## config.mk

```make
export PLATFORM = sky130hd
export DESIGN_NAME = times_table_rd_arbiter
export DESIGN_NICKNAME = d
export VERILOG_FILES = /design/src/rtl/times_table_rd_arbiter.sv
export SDC_FILE = /design/constraint.sdc
export NUM_CORES = 1
export LEC_CHECK = 0
export CAP_MARGIN = 20
export CORE_MARGIN = 3
export CORE_UTILIZATION = 30
export CTS_BUF_LIST = sky130_fd_sc_hd__clkbuf_2 sky130_fd_sc_hd__clkbuf_4 sky130_fd_sc_hd__clkbuf_8
export CTS_CLUSTER_SIZE = 24
export DETAILED_ROUTE_END_ITERATION = 10
export HOLD_SLACK_MARGIN = 0.08
export MAX_ROUTING_LAYER = met4
export PLACE_DENSITY = 0.79
export SLEW_MARGIN = 0
export SYNTH_ARGS = -nofsm -noshare
export SYNTH_HDL_FRONTEND = slang
export SYNTH_SLANG_ARGS = --single-unit
```

## constraint.sdc

```tcl
create_clock -name clk -period 1.4 [get_ports clk]
set_clock_uncertainty 0.2 [all_clocks]
set_input_delay 0.21 -clock clk [delete_from_list [all_inputs] [get_ports clk]]
set_output_delay 0.21 -clock clk [all_outputs]
set_load 0.02 [all_outputs]
```

## src/rtl/times_table_rd_arbiter.sv

```systemverilog
// times_table_rd_arbiter
// Round-robin arbiter that shares one AXI4-lite read port of the times_table
// product ROM between two requesters. Each grant runs one full AR + R
// transaction and returns the product tagged with the requester id.
// Optional feature macro: TT_RESP_CHECK_EN. When it is defined, a non-OKAY
// rresp raises err and forces the result to zero. When it is undefined, err
// is tied low and rresp is ignored.
//
// Handshake semantics: a transfer on an AXI channel happens on a rising edge
// where valid and ready are both 1. arvalid, once raised, stays high with
// araddr stable until that edge. rready is raised only in DATA. A requester
// holds req[i] and its operands until gnt[i] pulses. A req still high after
// gnt counts as a new request.
module times_table_rd_arbiter #(
    parameter logic [31:0] ADDR_BASE = 32'h0000_0000,
    parameter int          RESULT_W  = 6
) (
    input  logic                clk,
    input  logic                rst,
    input  logic [1:0]          req,
    input  logic [2:0]          a0,
    input  logic [2:0]          b0,
    input  logic [2:0]          a1,
    input  logic [2:0]          b1,
    output logic [1:0]          gnt,
    output logic                busy,
    output logic                done,
    output logic                done_id,
    output logic [RESULT_W-1:0] result,
    output logic                err,
    output logic [31:0]         m_axi_araddr,
    output logic                m_axi_arvalid,
    input  logic                m_axi_arready,
    input  logic [31:0]         m_axi_rdata,
    input  logic [1:0]          m_axi_rresp,
    input  logic                m_axi_rvalid,
    output logic                m_axi_rready,
    output logic [1:0]          dbg_state
);

    typedef enum logic [1:0] {
        IDLE = 2'd0,
        ADDR = 2'd1,
        DATA = 2'd2
    } state_t;

    state_t                state_q;
    logic [1:0]            gnt_q;
    logic                  busy_q;
    logic                  done_q;
    logic                  done_id_q;
    logic [RESULT_W-1:0]   result_q;
    logic [31:0]           araddr_q;
    logic                  arvalid_q;
    logic                  rready_q;
    logic                  id_q;
    logic                  rr_q;      // requester favoured when both ask

    logic                  win_d;
    logic [31:0]           araddr_d;
    logic                  resp_err;

    // Upper rdata bits carry nothing; rresp is only consumed by the optional check.
    logic                  unused_bits;
    assign unused_bits = ^{m_axi_rdata[31:RESULT_W], m_axi_rresp};

`ifdef TT_RESP_CHECK_EN
    assign resp_err = (m_axi_rresp != 2'b00);
`else
    assign resp_err = 1'b0;
`endif

    // Pick the winner and form its ROM byte address.
    always_comb begin
        win_d = rr_q;
        if (req == 2'b01) begin
            win_d = 1'b0;
        end else if (req == 2'b10) begin
            win_d = 1'b1;
        end
        if (win_d) begin
            araddr_d = ADDR_BASE + {24'd0, a1, b1, 2'b00};
        end else begin
            araddr_d = ADDR_BASE + {24'd0, a0, b0, 2'b00};
        end
    end

    // Transaction FSM with all outputs registered.
    always_ff @(posedge clk or posedge rst) begin
        if (rst) begin
            state_q   <= IDLE;
            gnt_q     <= 2'b00;
            busy_q    <= 1'b0;
            done_q    <= 1'b0;
            done_id_q <= 1'b0;
            result_q  <= '0;
            araddr_q  <= 32'd0;
            arvalid_q <= 1'b0;
            rready_q  <= 1'b0;
            id_q      <= 1'b0;
            rr_q      <= 1'b0;
        end else begin
            gnt_q  <= 2'b00;
            done_q <= 1'b0;
            case (state_q)
                IDLE: begin
                    if (req != 2'b00) begin
                        gnt_q     <= win_d ? 2'b10 : 2'b01;
                        id_q      <= win_d;
                        rr_q      <= ~win_d;
                        araddr_q  <= araddr_d;
                        arvalid_q <= 1'b1;
                        busy_q    <= 1'b1;
                        state_q   <= ADDR;
                    end
                end
                ADDR: begin
                    if (m_axi_arready) begin
                        arvalid_q <= 1'b0;
                        rready_q  <= 1'b1;
                        state_q   <= DATA;
                    end
                end
                DATA: begin
                    if (m_axi_rvalid) begin
                        rready_q  <= 1'b0;
                        busy_q    <= 1'b0;
                        done_q    <= 1'b1;
                        done_id_q <= id_q;
                        result_q  <= resp_err ? '0 : m_axi_rdata[RESULT_W-1:0];
                        state_q   <= IDLE;
                    end
                end
                default: begin
                    state_q <= IDLE;
                end
            endcase
        end
    end

`ifdef TT_RESP_CHECK_EN
    logic err_q;

    // Error flag, updated only when a result is delivered.
    always_ff @(posedge clk or posedge rst) begin
        if (rst) begin
            err_q <= 1'b0;
        end else if (state_q == DATA && m_axi_rvalid) begin
            err_q <= resp_err;
        end
    end

    assign err = err_q;
`else
    assign err = 1'b0;
`endif

    assign gnt           = gnt_q;
    assign busy          = busy_q;
    assign done          = done_q;
    assign done_id       = done_id_q;
    assign result        = result_q;
    assign m_axi_araddr  = araddr_q;
    assign m_axi_arvalid = arvalid_q;
    assign m_axi_rready  = rready_q;
    assign dbg_state     = state_q;

endmodule
```

# [Word-level counts from Yosys, hierarchy flattened]
# Index checks and enable logic that the tools add are counted.
[word_totals] regBits=49 in_bits=52 output_inout_bits=48 elab_cells=49
[op_classes] n_eq_ne=7 muxes=19 n_bitwise=1 reduce_logical=11
[ops] op="two-way mux 2 bit" count=6
[ops] op="AND reduction 3 bit" count=4
[ops] op="two-way mux 1 bit" count=8
[ops] op="two-way mux 8 bit" count=1
[ops] op="nonzero test 2 bit" count=4
[ops] op="inequality test 2 bit (second input constant)" count=3
[ops] op="case mux 1 bit (2 select lines)" count=3
[ops] op="case mux 2 bit (3 select lines)" count=1
[ops] op="equality test 2 x 1 -> 1 bit (second input constant)" count=2
[ops] op="equality test 2 bit (second input constant)" count=2
[ops] op="AND reduction 2 bit" count=2
[ops] op="zero test 2 bit" count=1
[ops] op="inverter 1 bit" count=1

# [Depth between registers and ports, before layout]
[depth] word_depth=6 ltp_mapped=4 mapped_depth_nobuf=3

# [Least setup slack after synthesis]
# Ideal clock, no wire load.
[synth_path] path_kind="reg-to-reg" start="reg state_q[1], in the netlist dbg_state[1]" end="reg araddr_q[2], in the netlist m_axi_araddr[2]" setup_time_ns=0.131 t_arrival_ns=1.134 t_required_ns=1.069 path_slack_ns=-0.066 stages_incl_launch_ff=5 path_buffers=1 synth_period_minus_slack_ns=1.466 path_cell_list="dfrtp_1 -> or2_1 -> clkbuf_2 -> o21ai_0 -> nand3_1"
[synth_between] elab_chain_cells=2
[synth_lines] item="from (decl)" line_no="47" rtl="state_t state_q;"
[synth_lines] item="from (signal assigned)" line_no="91" rtl="state_q <= IDLE;"
[synth_lines] item="from (signal assigned)" line_no="114" rtl="state_q <= ADDR;"
[synth_lines] item="from (signal assigned)" line_no="121" rtl="state_q <= DATA;"
[synth_lines] item="zero test 2 bit" line_no="105" rtl="case (state_q)"
[synth_lines] item="AND reduction 2 bit (no line)"
[synth_lines] item="to (signal assigned)" line_no="111" rtl="araddr_q <= araddr_d;"
[synth_lines] item="to (decl)" line_no="53" rtl="logic [31:0] araddr_q;"
# No other way between the ends.
# A chain may end at the register's enable or synchronous reset.

# [Worst setup path after layout]
[layout_path] start="reg state_q[1], in the netlist dbg_state[1]" end="reg result_q[4], in the netlist result[4]"
[layout_between] elab_chain_cells=2
[layout_lines] item="equality test 2 bit" line_no="105"
[layout_lines] item="AND reduction 2 bit (no line)"
[layout_lines] item="to (signal assigned)" line_no="130" rtl="result_q <= resp_err ? '0 : m_axi_rdata[RESULT_W-1:0];"
[layout_lines] item="to (decl)" line_no="52" rtl="logic [RESULT_W-1:0] result_q;"
# No other way between the ends.

==> metrics.log <==
INFO  metric fp-row-count = 22
INFO  metric totalNegativeSetupSlack = 0 ns
INFO  metric worst_setup_path_end_kind = register
INFO  metric wl = 2840 um
INFO  metric number_of_failing_setup_endpoints_in_the_final_timing_report = 0
INFO  metric worst_setup_hold_path_clk_slew = 0.08 ns
INFO  metric synthSimpleGateAreaFrac = 0.0696
INFO  metric gp_congestion = 0.852
INFO  metric power.switching_fraction = 0.408
INFO  metric core-area = 3770 um2
INFO  metric remaining_drc_errors = 0
INFO  metric drv_slew = 0
INFO  metric outcome = complete, no violations
INFO  metric design.die.area = 4810 um2
INFO  metric synth_area_leader_cell = dfrtp_1
INFO  metric io-pin-count = 100
INFO  metric first_global_vias = 1016
INFO  metric post_synth.cell_area_avg = 10.6 um2
INFO  metric grt_start_max_net_pins = 24
INFO  metric ys_seq_area_frac = 0.478
INFO  metric final_core_utilization = 0.468
INFO  metric initial_standard_cell_utilization_of_the_core = 0.319
INFO  metric layout.cells.most_common = conb_1
INFO  metric critical_path_required = 1.35 ns
INFO  metric synth_top_family_by_area = buffers and inverters
INFO  metric rsz0062_at_grt = true
INFO  metric clock_tree.htree_level_count = 1
INFO  metric ctsRootBufferMaster = clkbuf_8
INFO  metric synth_adder_area_share = 0
INFO  metric total_net_switching_power = 1360 uW
INFO  metric synthesis.area = 1200 um2
INFO  metric number_of_search_and_repair_iterations_in_the_first_detailed_routing_pass = 4
INFO  metric ant_cells = 0
INFO  metric clockBufferDepth = 2
INFO  metric dr_total_vias = 982
INFO  metric number_of_violations_of_the_max_capacitance_limit = 0
INFO  metric buffer_ports.inserted = 44
INFO  metric netlist_instances = 114
INFO  metric synth.ff_latch_count = 23
INFO  metric drive_above_1_share = 0.230
INFO  metric cts-buffers-inserted = 3
INFO  metric setup.worst_path.start_class = register
INFO  metric via_per_inst = 4.42
INFO  metric complex_gate_fraction_of_the_synthesized_area = 0.176
INFO  metric synthMuxAreaShare = 0.0655
INFO  metric fp.dieW = 69.3 um
INFO  metric die-height = 69.3 um
INFO  metric clock-sinks = 23
INFO  metric grt-ovfl-total = 0
INFO  metric yosysWarnings = 0
INFO  metric max_clock_freq = 0.731 GHz
INFO  metric layout-area-overhead-vs-synth = 46.6%
INFO  metric clock_power_share = 0.128
INFO  metric layout.nets = 227
INFO  metric worst_hold_class = input pin to register
INFO  metric dr.first_iter.drc_count = 48
INFO  metric timing.final.crit_share = 0.978
INFO  metric layout_common_cells = conb_1, dfrtp_1, clkdlybuf4s50_1, buf_4, o2111ai_1
INFO  metric p_leak = 0.000861 uW
INFO  metric tritoncts = done
INFO  metric avgRoutedWirePerCell = 12.8 um
INFO  metric yosysTopAreaCellShare = 0.478
INFO  metric dp_cells = 214
INFO  metric grt_use_total = 0.124
INFO  metric cp_max_fo = 7
INFO  metric dp_hpwl = 2170 um
INFO  metric finalNonFillerCells = 222
INFO  metric final_period_minus_worst_setup_slack = 1.37 ns
INFO  metric xor_xnor_share_of_the_synthesized_area = 0
INFO  metric power.share.sequential = 0.344
INFO  metric power_density = 1890 nW/um2
INFO  metric yosysUniqueCellTypes = 21
INFO  metric finalHoldViolCount = 0
INFO  metric critPathKind = register to register
INFO  metric max-vdd-ir-drop = 0.000546 V
INFO  metric wire_length_of_the_first_global_routing_pass = 4670 um
INFO  metric cellInternalPower = 1970 uW
INFO  metric clock_latency = 0.26 ns
INFO  metric antenna_found_initial = 0
INFO  metric power.combinational.fraction = 0.528
INFO  metric cp.arrival = 1.32 ns
INFO  metric post_drt_antenna_nets = 0
INFO  metric post_synth_main_area_contributors = dfrtp_1, buf_4, o2111ai_1, mux2_2, o21ai_0
[synthesized netlist by cell type]
cell       count
buf_4         27
dfrtp_1       23
clkbuf_2       2
o22ai_1        1
conb_1         1
nand3b_2       1
o21ai_0       11
inv_1          6
a21o_1         1
a211oi_4       1
nand2_1        4
a21oi_1        2
or2_1          1
a211oi_1       1
mux2_2         7
nand2b_1       1
or2b_1         1
buf_2          3
nor2_1         2
o2111ai_1     12
nand3_1        6
[stage by stage]
step | total power (uW) | instance area, um2 | hold slack (ns) | setup slack, ns
6_report | 3330 | 1760 | 0.163 | 0.0311
5_1_grt | 3560 | 1760 | 0.193 | -0.00343
4_1_cts | 3320 | 1750 | 0.245 | -0.0350
3_5_place_dp | 3030 | 1700 | 0.274 | -0.295
3_3_place_gp | 2990 | 1700 | 0.264 | -0.226
2_1_floorplan | 2230 | 1320 | 0.0118 | -0.0222
[final timing paths]
path | slack (ns) | end | startpoint | cells past startpoint
worst max-delay path | 0.03 | result[4] | dbg_state[1] | 3
worst min-delay path | 0.16 | done | m_axi_rvalid | 3
worst max register to register | 0.03 | result[4] | dbg_state[1] | 3
worst min register to register | 0.29 | id_q | id_q | 1
max in group asynchronous | 0.21 | dbg_state[0] | rst | 4
min in group asynchronous | 0.63 | done_id | rst | 4
[state kept, by name, indices dropped and copies added, names as in the netlist]
register / cells
done_id: 1
id_q: 1
m_axi_arvalid: 1
gnt: 2
dbg_state: 2
result: 6
done: 1
m_axi_rready: 1
m_axi_araddr: 6
rr_q: 1
busy: 1
[final cells by class]
class / count / area, um2
multi-input cells: 80 / 500
inverters: 6 / 22.5
repair buffers: 61 / 554
fillers: 363 / 2010
clock buffers: 4 / 48.8
flip-flops and latches: 23 / 578
well taps: 48 / 60.1
[what timing repair did]
item / 4_1_cts / 5_1_grt
hold endpoints to repair: 23 / 0
setup buffers: 0 / 2
resized for setup: 30 / 17
cloned: 0 / 1
setup endpoints to repair: 34 / 24
pin swaps: 0 / 1
hold buffers: 1 / 0
[kinds of logic after synthesis]
family,count (synthesis)
flops,23
buf+inv,38
simple gates,16
mux,7
other cells,1
compound gates,29
[critical path, stage by stage, from the launching register on]
cell and delay, ns:
dfrtp_2 0.44, buf_6 0.15, nand3b_2 0.13, mux2_2 0.34
[power by group through the flow]
stage                     clock (uW)  sequential, uW  combinational, uW
after global placement             0            1150               1840
after CTS                        444            1140               1740
after global routing             469            1180               1900
final                            427            1150               1760
after floorplan                    0            1470                763
after detailed placement           0            1150               1880
[metal layers]
metal / global-route usage / part of all wire / up-vias
li1: - / - / 471
met1: 0.140 / 0.41 / 469
met2: 0.206 / 0.51 / 38
met3: 0.0275 / 0.062 / 4
met4: 0.0607 / 0.019 / 0
met5: - / 0 / -
No activity file was read; power rests on OpenSTA's default activity.
